[config.mk]
export PLATFORM = sky130hd
export DESIGN_NAME = vga_write_arbiter_flat
export DESIGN_NICKNAME = d
export VERILOG_FILES = /design/src/rtl/vga_pkg.sv /design/src/rtl/vga_write_arbiter_if.sv /design/src/rtl/rr_pick.sv /design/src/rtl/vga_write_arbiter.sv /design/src/flat_wrapper.sv
export SDC_FILE = /design/constraint.sdc
export NUM_CORES = 1
export LEC_CHECK = 0
export ABC_CLOCK_PERIOD_IN_PS = 2900
export BUFFER_PORTS_ARGS = -buffer_cell sky130_fd_sc_hd__buf_2
export CAP_MARGIN = 40
export CORE_UTILIZATION = 25
export DETAILED_ROUTE_END_ITERATION = 8
export PLACE_DENSITY = 0.58
export SLEW_MARGIN = 20
export SYNTH_ARGS = -nofsm -noshare
export SYNTH_HDL_FRONTEND = slang
export SYNTH_SLANG_ARGS = --single-unit
[constraint.sdc]
create_clock -name Clock -period 2.9 [get_ports Clock]
set_clock_uncertainty 0.1 [all_clocks]
set_input_delay 0.435 -clock Clock [delete_from_list [all_inputs] [get_ports Clock]]
set_output_delay 0.435 -clock Clock [all_outputs]
set_load 0.03 [all_outputs]
[src/rtl/vga_pkg.sv]
// Shared VGA definitions: screen geometry, pixel record, arbiter FSM encodings.
// Used by the write arbiter and by the object FSMs that feed it.
package vga_pkg;

  localparam int nX          = 10;
  localparam int nY          = 9;
  localparam int COLOR_DEPTH = 9;
  localparam int XSCREEN     = 640;
  localparam int YSCREEN     = 480;

  typedef struct packed {
    logic [nX-1:0]          x;
    logic [nY-1:0]          y;
    logic [COLOR_DEPTH-1:0] color;
  } pixel_t;

  localparam logic [0:0] ST_IDLE  = 1'b0;
  localparam logic [0:0] ST_GRANT = 1'b1;

endpackage

[src/rtl/vga_write_arbiter_if.sv]
// Client-side request/pixel bundle plus the arbitrated VGA adapter port.
// master: drawing objects side; slave: the arbiter.
interface vga_write_arbiter_if #(
  parameter int N_CLIENTS   = 4,
  parameter int nX          = vga_pkg::nX,
  parameter int nY          = vga_pkg::nY,
  parameter int COLOR_DEPTH = vga_pkg::COLOR_DEPTH
);
  logic [N_CLIENTS-1:0]             req;
  logic [N_CLIENTS-1:0]             px_valid;
  logic [N_CLIENTS*nX-1:0]          x_in;
  logic [N_CLIENTS*nY-1:0]          y_in;
  logic [N_CLIENTS*COLOR_DEPTH-1:0] color_in;
  logic [N_CLIENTS-1:0]             gnt;
  logic [nX-1:0]                    VGA_x;
  logic [nY-1:0]                    VGA_y;
  logic [COLOR_DEPTH-1:0]           VGA_color;
  logic                             VGA_write;
  logic                             busy;

  modport master (
    output req, px_valid, x_in, y_in, color_in,
    input  gnt, VGA_x, VGA_y, VGA_color, VGA_write, busy
  );

  modport slave (
    input  req, px_valid, x_in, y_in, color_in,
    output gnt, VGA_x, VGA_y, VGA_color, VGA_write, busy
  );
endinterface

[src/rtl/rr_pick.sv]
// Combinational round-robin picker: first set req after last_owner, wrapping.
// Outputs the winner as one-hot and as an index, plus an any-request flag.
module rr_pick #(
  parameter int N     = 4,
  parameter int IDX_W = 2
) (
  input  logic [N-1:0]     req,
  input  logic [IDX_W-1:0] last_owner,
  output logic [N-1:0]     onehot,
  output logic [IDX_W-1:0] idx,
  output logic             any
);

  // Scan from the farthest slot to the nearest so the nearest set request wins.
  always_comb begin
    int j;
    onehot = '0;
    idx    = '0;
    any    = 1'b0;
    j      = 0;
    for (int k = N; k >= 1; k--) begin
      j = int'(last_owner) + k;
      if (j >= N) begin
        j = j - N;
      end else begin
        j = j;
      end
      if (req[j[IDX_W-1:0]]) begin
        onehot                 = '0;
        onehot[j[IDX_W-1:0]]   = 1'b1;
        idx                    = j[IDX_W-1:0];
        any                    = 1'b1;
      end else begin
        any = any;
      end
    end
  end

endmodule

[src/rtl/vga_write_arbiter.sv]
// Round-robin, burst-granular arbiter for the single VGA adapter write port.
// Optional forced release after MAX_BURST pixels: define VGA_ARB_BURST_LIMIT_EN.
module vga_write_arbiter
  import vga_pkg::*;
#(
  parameter int N_CLIENTS   = 4,
  parameter int nX          = vga_pkg::nX,
  parameter int nY          = vga_pkg::nY,
  parameter int COLOR_DEPTH = vga_pkg::COLOR_DEPTH,
  parameter int MAX_BURST   = 3600,
  parameter int CNT_W       = 12
) (
  input logic          Clock,
  input logic          Resetn,
  vga_write_arbiter_if.slave bus
);

  localparam int IDX_W = $clog2(N_CLIENTS);

  if (N_CLIENTS < 2 || N_CLIENTS > 8 || (2 ** CNT_W) <= MAX_BURST) begin : g_cfg_check
    $error("vga_write_arbiter: unsupported N_CLIENTS/MAX_BURST/CNT_W combination");
  end

  logic [0:0]             state_q,      state_d;
  logic [IDX_W-1:0]       owner_q,      owner_d;
  logic [IDX_W-1:0]       last_owner_q, last_owner_d;
  logic [N_CLIENTS-1:0]   gnt_q,        gnt_d;
  logic [nX-1:0]          x_q,          x_d;
  logic [nY-1:0]          y_q,          y_d;
  logic [COLOR_DEPTH-1:0] color_q,      color_d;
  logic                   write_q,      write_d;
  logic                   busy_q,       busy_d;

  logic [N_CLIENTS-1:0]   pick_onehot_s;
  logic [IDX_W-1:0]       pick_idx_s;
  logic                   pick_any_s;

  logic                   own_req_s;
  logic                   own_px_s;
  logic [nX-1:0]          own_x_s;
  logic [nY-1:0]          own_y_s;
  logic [COLOR_DEPTH-1:0] own_color_s;
  logic                   force_rel_s;

  rr_pick #(.N(N_CLIENTS), .IDX_W(IDX_W)) u_pick (
    .req        (bus.req),
    .last_owner (last_owner_q),
    .onehot     (pick_onehot_s),
    .idx        (pick_idx_s),
    .any        (pick_any_s)
  );

  // Select the current owner's request, strobe and pixel fields.
  always_comb begin
    own_req_s   = 1'b0;
    own_px_s    = 1'b0;
    own_x_s     = '0;
    own_y_s     = '0;
    own_color_s = '0;
    for (int i = 0; i < N_CLIENTS; i++) begin
      if (owner_q == IDX_W'(i)) begin
        own_req_s   = bus.req[i];
        own_px_s    = bus.px_valid[i];
        own_x_s     = bus.x_in[i*nX +: nX];
        own_y_s     = bus.y_in[i*nY +: nY];
        own_color_s = bus.color_in[i*COLOR_DEPTH +: COLOR_DEPTH];
      end else begin
        own_req_s = own_req_s;
      end
    end
  end

`ifdef VGA_ARB_BURST_LIMIT_EN
  logic [CNT_W-1:0] burst_cnt_q, burst_cnt_d;
  logic [CNT_W-1:0] burst_inc_s;

  // Preempt once this cycle's pixel brings the burst to MAX_BURST and someone else waits.
  always_comb begin
    if (own_px_s && (burst_cnt_q != {CNT_W{1'b1}})) begin
      burst_inc_s = burst_cnt_q + {{(CNT_W-1){1'b0}}, 1'b1};
    end else begin
      burst_inc_s = burst_cnt_q;
    end
    force_rel_s = (burst_inc_s >= CNT_W'(MAX_BURST)) && (|(bus.req & ~gnt_q));
  end
`else
  assign force_rel_s = 1'b0;
`endif

  // Next-state logic for grant ownership and the registered pixel port.
  always_comb begin
    state_d      = state_q;
    owner_d      = owner_q;
    last_owner_d = last_owner_q;
    gnt_d        = gnt_q;
    x_d          = x_q;
    y_d          = y_q;
    color_d      = color_q;
    write_d      = 1'b0;
    busy_d       = busy_q;
`ifdef VGA_ARB_BURST_LIMIT_EN
    burst_cnt_d  = burst_cnt_q;
`endif
    case (state_q)
      ST_IDLE: begin
        if (pick_any_s) begin
          state_d = ST_GRANT;
          owner_d = pick_idx_s;
          gnt_d   = pick_onehot_s;
          busy_d  = 1'b1;
`ifdef VGA_ARB_BURST_LIMIT_EN
          burst_cnt_d = '0;
`endif
        end else begin
          gnt_d  = '0;
          busy_d = 1'b0;
        end
      end
      ST_GRANT: begin
        if (own_px_s) begin
          x_d     = own_x_s;
          y_d     = own_y_s;
          color_d = own_color_s;
          write_d = 1'b1;
        end else begin
          write_d = 1'b0;
        end
`ifdef VGA_ARB_BURST_LIMIT_EN
        burst_cnt_d = burst_inc_s;
`endif
        // Releasing client becomes last_owner so it is scanned last next time.
        if (!own_req_s || force_rel_s) begin
          state_d      = ST_IDLE;
          gnt_d        = '0;
          busy_d       = 1'b0;
          last_owner_d = owner_q;
        end else begin
          state_d = ST_GRANT;
        end
      end
      default: begin
        state_d = ST_IDLE;
        gnt_d   = '0;
        busy_d  = 1'b0;
      end
    endcase
  end

  // State and output registers with synchronous active-low reset.
  always_ff @(posedge Clock) begin
    if (!Resetn) begin
      state_q      <= ST_IDLE;
      owner_q      <= '0;
      last_owner_q <= IDX_W'(N_CLIENTS - 1);
      gnt_q        <= '0;
      x_q          <= '0;
      y_q          <= '0;
      color_q      <= '0;
      write_q      <= 1'b0;
      busy_q       <= 1'b0;
`ifdef VGA_ARB_BURST_LIMIT_EN
      burst_cnt_q  <= '0;
`endif
    end else begin
      state_q      <= state_d;
      owner_q      <= owner_d;
      last_owner_q <= last_owner_d;
      gnt_q        <= gnt_d;
      x_q          <= x_d;
      y_q          <= y_d;
      color_q      <= color_d;
      write_q      <= write_d;
      busy_q       <= busy_d;
`ifdef VGA_ARB_BURST_LIMIT_EN
      burst_cnt_q  <= burst_cnt_d;
`endif
    end
  end

  assign bus.gnt       = gnt_q;
  assign bus.VGA_x     = x_q;
  assign bus.VGA_y     = y_q;
  assign bus.VGA_color = color_q;
  assign bus.VGA_write = write_q;
  assign bus.busy      = busy_q;

endmodule

[src/flat_wrapper.sv]
// flat-port wrapper written by rule: the top's interface ports become plain ports
module vga_write_arbiter_flat import vga_pkg::*;
#(
  parameter int N_CLIENTS   = 4,
  parameter int nX          = vga_pkg::nX,
  parameter int nY          = vga_pkg::nY,
  parameter int COLOR_DEPTH = vga_pkg::COLOR_DEPTH,
  parameter int MAX_BURST   = 3600,
  parameter int CNT_W       = 12
)
  (Clock, Resetn, bus_req, bus_px_valid, bus_x_in, bus_y_in, bus_color_in, bus_gnt, bus_VGA_x, bus_VGA_y, bus_VGA_color, bus_VGA_write, bus_busy);
  vga_write_arbiter_if #(.N_CLIENTS(N_CLIENTS), .nX(nX), .nY(nY), .COLOR_DEPTH(COLOR_DEPTH)) bus_i ();
  input logic Clock;
  input logic Resetn;
  input wire logic [$bits(bus_i.req)-1:0] bus_req;
  input wire logic [$bits(bus_i.px_valid)-1:0] bus_px_valid;
  input wire logic [$bits(bus_i.x_in)-1:0] bus_x_in;
  input wire logic [$bits(bus_i.y_in)-1:0] bus_y_in;
  input wire logic [$bits(bus_i.color_in)-1:0] bus_color_in;
  output wire logic [$bits(bus_i.gnt)-1:0] bus_gnt;
  output wire logic [$bits(bus_i.VGA_x)-1:0] bus_VGA_x;
  output wire logic [$bits(bus_i.VGA_y)-1:0] bus_VGA_y;
  output wire logic [$bits(bus_i.VGA_color)-1:0] bus_VGA_color;
  output wire logic [$bits(bus_i.VGA_write)-1:0] bus_VGA_write;
  output wire logic [$bits(bus_i.busy)-1:0] bus_busy;
  assign bus_i.req = bus_req;
  assign bus_i.px_valid = bus_px_valid;
  assign bus_i.x_in = bus_x_in;
  assign bus_i.y_in = bus_y_in;
  assign bus_i.color_in = bus_color_in;
  assign bus_gnt = bus_i.gnt;
  assign bus_VGA_x = bus_i.VGA_x;
  assign bus_VGA_y = bus_i.VGA_y;
  assign bus_VGA_color = bus_i.VGA_color;
  assign bus_VGA_write = bus_i.VGA_write;
  assign bus_busy = bus_i.busy;
  vga_write_arbiter #(.N_CLIENTS(N_CLIENTS), .nX(nX), .nY(nY), .COLOR_DEPTH(COLOR_DEPTH), .MAX_BURST(MAX_BURST), .CNT_W(CNT_W)) u_core (.Clock(Clock), .Resetn(Resetn), .bus(bus_i));
endmodule
==> flow_summary_export.csv, run 1 <==
group,metric,value,unit
worst_setup_path,crit_path_max_incr_delay,0.65,ns
pwr,switching_share,32.52,%
synth,synth_area_per_cell,10.88,sq um
timing,worst_slew_pin_slew,0.6494,ns
floorplan,core,9864,sq um
timing,min_period,2.613,ns
synth,synth_area,2569,sq um
clock_network,root_buffer,"clkbuf_8",
clock_network,cts_sinks,39,
clock_network,cts_tree,"built",
synth,ys_ff_latch,39,
floorplan,start_util,26.04,%
detailed_routing,ant_nets,0,
finish,final_cell_mix,"buf_2, nor2_1, dfxtp_1",
grt,track_usage,13.10,%
synth,synth.distinct_cells,31,
clock_network,hold_buffers,0,
clock_network,post_cts_buffers,0,
floorplan,die_h,103.4,um
floorplan,die_x,103.4,um
worst_setup_path,crit_fanout,11,
finish,final_common_cell,"buf_2",
clock_network,cts.clk_slew.worst_paths,0.08,ns
timing,slew_headroom,56.02,%
pwr,ir_drop,0.2645,mV
timing,setup_violations,0,
grt,grt_antenna_before_repair,0,
floorplan,dieArea,10680,sq um
worst_setup_path,worstSetupStartpointType,"register",
timing,final-max-slew-violation-count,0,
timing,layout_setup_ws,0.2871,ns
clock_network,cts_max_level,2,
floorplan,row_count,36,
synth,mappedNetlistNets,364,
pwr,p_per_area,531.8,nW/um^2
pwr,power,0.001917,W
clock_network,clock_latency,0.29,ns
run,drv_cap,0,
synth,synth_seq_area_share,30.39,%
pwr,power_frac_seq,32.7,%
worst_setup_path,cp_top_family,"multiplexers",
grt,gr-total-overflow,0,
worst_setup_path,critPathArrivalTime,2.70,ns
grt,grt_first_pass_wirelength,10740,um
timing,hold_viol,0,
finish,area_growth,40.33,%
worst_setup_path,crit_path_cell_trace,"inv_1, ha_1, mux4_2, a21oi_1, o2111ai_1, a32o_1",
pwr,comb_power_share,39.0,%
worst_setup_path,critPathBufInv,1,
detailed_routing,first_iter_violations,54,
clock_network,ctsResizeCount,0,
detailed_routing,via_count,2471,
finish,final_nets,515,
worst_setup_path,crit_required,2.99,ns
clock_network,cts_made_buffers,5,
detailed_routing,drt-vias-per-instance,4.743,
timing,period_share,90.10,%
synth,yosys_warnings,0,
grt,grt_max_degree,32,
worst_setup_path,cp_slowest_cell,"mux4_2",
place,hpwl,5743,um
detailed_routing,drt-total-wl,7470,um
pwr,cellLeakagePower,1.814,nW
place,pre_cts_slack,0.3511,ns
pwr,clockPowerShare,28.3,%
place,io_buffers,155,
clock_network,clock_path_buffers,2,
detailed_routing,drc,0,
hold_path,hold_class,"input port to register",
pwr,p_int,0.001294,W
finish,fillers,1004,
floorplan,ioPinCount,156,
timing,fmax,0.3827,GHz
synth,syn_inst,236,
detailed_routing,firstDrtPassIters,4,
worst_setup_path,cp-end-kind,"register",
worst_setup_path,crit_type,"register to register",
finish,drive_gt1_share,53.09,%
timing,tns,0,ns
pwr,p_switching,0.0006235,W
grt,grt_pass1_vias,2254,
finish,diodes,0,
run_status,outcome,"finished clean",
place,finalWeightedCongestion,0.8510,
timing,rsz0062_at_grt,"no",
detailed_routing,post_drt_wl_per_cell,14.34,um
==> worst register-to-register path: cells and delay by family (launching register included) <==
kind / cells / cell delay [ns]
buf+inv: 1 / 0.21
fa+ha+maj: 1 / 0.46
flops: 1 / 0.53
mux: 1 / 0.65
compound gates: 3 / 0.57
==> state kept, by name, indices dropped and copies added, names as in the netlist <==
signal / cells
u_core.last_owner_q: 2
u_core.bus.VGA_color: 9
u_core.owner_q: 2
u_core.state_q: 1
u_core.bus.VGA_write: 1
u_core.bus.gnt: 4
u_core.bus.VGA_x: 10
u_core.bus.busy: 1
u_core.bus.VGA_y: 9
==> cell usage after synthesis <==
cell type	instances	area (sq um)
o2111ai_1	4	35.03
nand2_1	11	41.29
and3_1	2	12.51
and2_1	1	6.260
nand2b_1	3	18.77
mux2_2	2	22.52
dfxtp_1	39	780.8
nor4_1	1	6.260
o311ai_1	1	8.760
ha_1	6	75.07
inv_1	9	33.78
o311ai_0	1	8.760
nor3_1	1	5.000
buf_6	2	22.52
mux2i_1	35	350.3
buf_12	1	20.02
buf_4	2	15.01
o21ai_0	9	45.04
clkbuf_1	7	26.28
nor2_1	39	146.4
a32o_1	4	40.04
or3_1	1	6.260
nand4_1	1	6.260
nand3b_1	2	15.01
a31oi_1	1	6.260
a21oi_1	7	35.03
buf_2	7	35.03
o2bb2ai_1	1	8.760
o211ai_1	4	30.03
mux4_2	31	698.2
nor3b_1	1	7.510
==> logic make-up (layout without fill, tap and decap cells) <==
| group | Yosys count | in the layout | synth area share [%] |
|---|---|---|---|
| flip-flops | 39 | 39 | 30.39 |
| multiplexers | 68 | 68 | 41.70 |
| AND/OR/NAND/NOR | 63 | 63 | 10.57 |
| buffers and inverters | 28 | 180 | 5.942 |
| AO/OA/AOI/OAI | 32 | 32 | 8.475 |
| adder cells (fa/ha/maj) | 6 | 6 | 2.922 |
==> power groups by stage <==
stage          Sequential [W]  Clock, W  Combinational (W)
5_1_grt              0.000635  0.000595           0.000812
3_5_place_dp         0.000641         0           0.000752
4_1_cts              0.000628  0.000573           0.000756
6_report             0.000627  0.000543           0.000747
3_3_place_gp         0.000639         0           0.000747
2_1_floorplan        0.000731         0           0.000450
==> routing by layer <==
layer  wire length (um)  global-route usage [%]  up-vias
met5                  0                       0        -
li1                   -                       -     1188
met2               3710                   23.48      109
met1               3244                   16.28     1174
met3                515                   2.554        0
met4                  0                   2.600        0
==> path summary, 6_finish.rpt <==
kind,start,slack (ns),to,cells past startpoint
setup / recovery,u_core.last_owner_q[1],0.29,u_core.bus.gnt[1],6
hold / removal,Resetn,0.27,u_core.last_owner_q[1],2
setup reg to reg,u_core.last_owner_q[1],0.29,u_core.bus.gnt[1],6
hold reg to reg,u_core.bus.gnt[2],0.38,u_core.bus.gnt[2],1
==> cell type report <==
| type | instances | area [sq um] | share of cell area (%) |
|---|---|---|---|
| clock buffer | 5 | 68.82 | 1.909 |
| clock inverter | 3 | 67.56 | 1.874 |
| inverter | 9 | 33.78 | 0.9372 |
| multi-input combinational | 169 | 1638 | 45.44 |
| sequential | 39 | 782.0 | 21.69 |
| tap | 133 | 166.4 | 4.616 |
| timing repair buffer | 163 | 848.3 | 23.53 |
==> through the flow <==
stage / instances / cell area (sq um) / hold WS (ns) / utilization (%)
floorplan: 236 / 2569 / 0.3969 / -
global placement: 513 / 3468 / 0.3567 / 35.16
detailed placement: 513 / 3468 / 0.3627 / 35.16
CTS: 521 / 3605 / 0.2466 / 36.54
global route: 521 / 3605 / 0.2663 / 36.54
finish: 521 / 3605 / 0.2729 / 36.54
No activity file was read; power rests on OpenSTA's default activity.
==> run 2: changes to the inputs <==
CORE_UTILIZATION = 43   (was 25)
PLACE_DENSITY = 0.87   (was 0.58)
SLEW_MARGIN = unset   (was 20)
TNS_END_PERCENT = 10   (was unset)
==> run 2 against run 1 <==
Net effect:
- sequential share of layout area up 0.80 points
- die area down 41%
- non-clock buffer count is 2 lower
- maximum frequency decreased by 0.33%
- global-route usage increased by 10 points
- clock power shrank 15%
- clock-buffer cell count did not move
- final area shrank 3.5%
- sequential power about the same
- worst setup slack worse by 0.0086 ns
- total power decreased by 4.6%
- sequential cell count did not move
- critical endpoint is now u_core.bus.gnt[3]
==> flow_summary_export.csv, run 2 (synthesized netlist as in run 1, its figures left out) <==
group,metric,value,unit
finish,multi_input_area,1638,sq um
timing,period_share,90.40,%
timing,slew_headroom,55.32,%
finish,fillers,479,
timing,worst_slew_pin_slew,0.6650,ns
grt,grt_pass1_vias,2486,
detailed_routing,drt-vias-per-instance,5.561,
timing,min_period,2.622,ns
place,hpwl,5750,um
clock_network,cts.clk_slew.worst_paths,0.08,ns
floorplan,ioPinCount,156,
timing,hold_viol,0,
place,placedCellCount,450,
floorplan,die_x,79.29,um
clock_network,hold_buffers,0,
pwr,p_int,0.001198,W
timing,tns,0,ns
run_status,outcome,"finished clean",
finish,largest_reg_flops,10,
finish,final_cell_mix,"buf_2, nor2_1, dfxtp_1",
timing,layout_setup_ws,0.2784,ns
pwr,ir_drop,0.2493,mV
worst_setup_path,worstSetupStartpointType,"register",
place,pre_cts_slack,0.3433,ns
worst_setup_path,r2r-start,"u_core.last_owner_q[1]",
pwr,comb_power_share,40.7,%
finish,seq_area,782.0,sq um
floorplan,row_count,27,
finish,area_growth,35.36,%
pwr,switching_share,34.47,%
grt,grt_antenna_before_repair,0,
detailed_routing,via_count,2547,
grt,grt_first_pass_wirelength,11340,um
worst_setup_path,crit_fanout,11,
pwr,p_switching,0.0006303,W
timing,final-max-slew-violation-count,0,
hold_path,min_from,"Resetn",
hold_path,hold_class,"input port to register",
place,io_buffers,155,
clock_network,post_cts_buffers,0,
pwr,p_per_area,525.9,nW/um^2
floorplan,dieArea,6287,sq um
detailed_routing,drc,0,
worst_setup_path,cp-end-kind,"register",
clock_network,clock_latency,0.29,ns
clock_network,cts_max_level,2,
clock_network,cts_sinks,39,
clock_network,cts_made_buffers,5,
detailed_routing,drt-total-wl,7537,um
detailed_routing,first_iter_violations,117,
clock_network,ctsResizeCount,0,
place,finalWeightedCongestion,0.9223,
finish,diodes,0,
floorplan,start_util,45.53,%
floorplan,core,5642,sq um
pwr,cellLeakagePower,1.792,nW
pwr,clockPowerShare,25.1,%
detailed_routing,post_drt_wl_per_cell,16.46,um
pwr,power_frac_seq,34.2,%
clock_network,cts_tree,"built",
timing,rsz0062_at_grt,"no",
timing,fmax,0.3814,GHz
grt,grt_max_degree,32,
worst_setup_path,crit_required,2.99,ns
finish,final_nets,513,
clock_network,clock_path_buffers,2,
finish,final_common_cell,"buf_2",
detailed_routing,ant_nets,0,
worst_setup_path,startpoint,"u_core.last_owner_q[1]",
worst_setup_path,critPathArrivalTime,2.71,ns
worst_setup_path,crit_type,"register to register",
grt,track_usage,23.45,%
floorplan,die_h,79.29,um
finish,drive_gt1_share,52.85,%
detailed_routing,firstDrtPassIters,4,
finish,fin_cells,458,
worst_setup_path,r2r_slack,0.28,ns
run,drv_cap,0,
clock_network,root_buffer,"clkbuf_8",
grt,gr-total-overflow,0,
timing,setup_violations,0,
run 2: critical path, cell delays in order, from the launching register on:
cell,delay [ns]
dfxtp_1,0.52
inv_1,0.20
ha_1,0.46
mux4_2,0.66
a21oi_1,0.17
o2111ai_1,0.14
a32o_1,0.27
run 2: area by class of cell:
type	instances	area share [%]
multi-input cells	169	47.10
repair buffers	161	23.61
flip-flops and latches	39	22.49
well taps	72	2.591
clock buffers	5	1.979
clock inverters	3	1.259
inverters	9	0.9716
run 2: path summary, 6_finish.rpt:
check | to | depth (start not counted)
max | u_core.bus.gnt[3] | 6
min | u_core.last_owner_q[0] | 2
min reg2reg | u_core.bus.gnt[0] | 1
max reg2reg | u_core.bus.gnt[3] | 6
run 2: through the flow:
step | utilization [%] | power, W | instance area [sq um] | hold WS [ns]
final | 61.63 | 0.001829 | 3477 | 0.2634
after global placement | 59.64 | 0.001353 | 3364 | 0.3559
after CTS | 61.63 | 0.001839 | 3477 | 0.2546
after global routing | 61.63 | 0.001937 | 3477 | 0.2609
after floorplan | - | 0.001181 | 2569 | 0.3969
after detailed placement | 59.64 | 0.001377 | 3364 | 0.3607
run 2: routing by layer:
| layer | vias to the layer above | GRT usage [%] | share of wire [%] |
|---|---|---|---|
| li1 | 1180 | - | - |
| met1 | 1202 | 27.18 | 39 |
| met2 | 151 | 42.76 | 53 |
| met3 | 14 | 5.172 | 7.3 |
| met4 | 0 | 7.091 | 1.4 |
| met5 | - | 0 | 0 |
run 2: power groups by stage:
stage | Combinational, W | Clock (W) | Sequential (W)
6_report | 0.000744 | 0.000459 | 0.000626
3_5_place_dp | 0.000739 | 0 | 0.000638
2_1_floorplan | 0.000450 | 0 | 0.000731
4_1_cts | 0.000744 | 0.000469 | 0.000626
3_3_place_gp | 0.000717 | 0 | 0.000636
5_1_grt | 0.000799 | 0.000506 | 0.000633
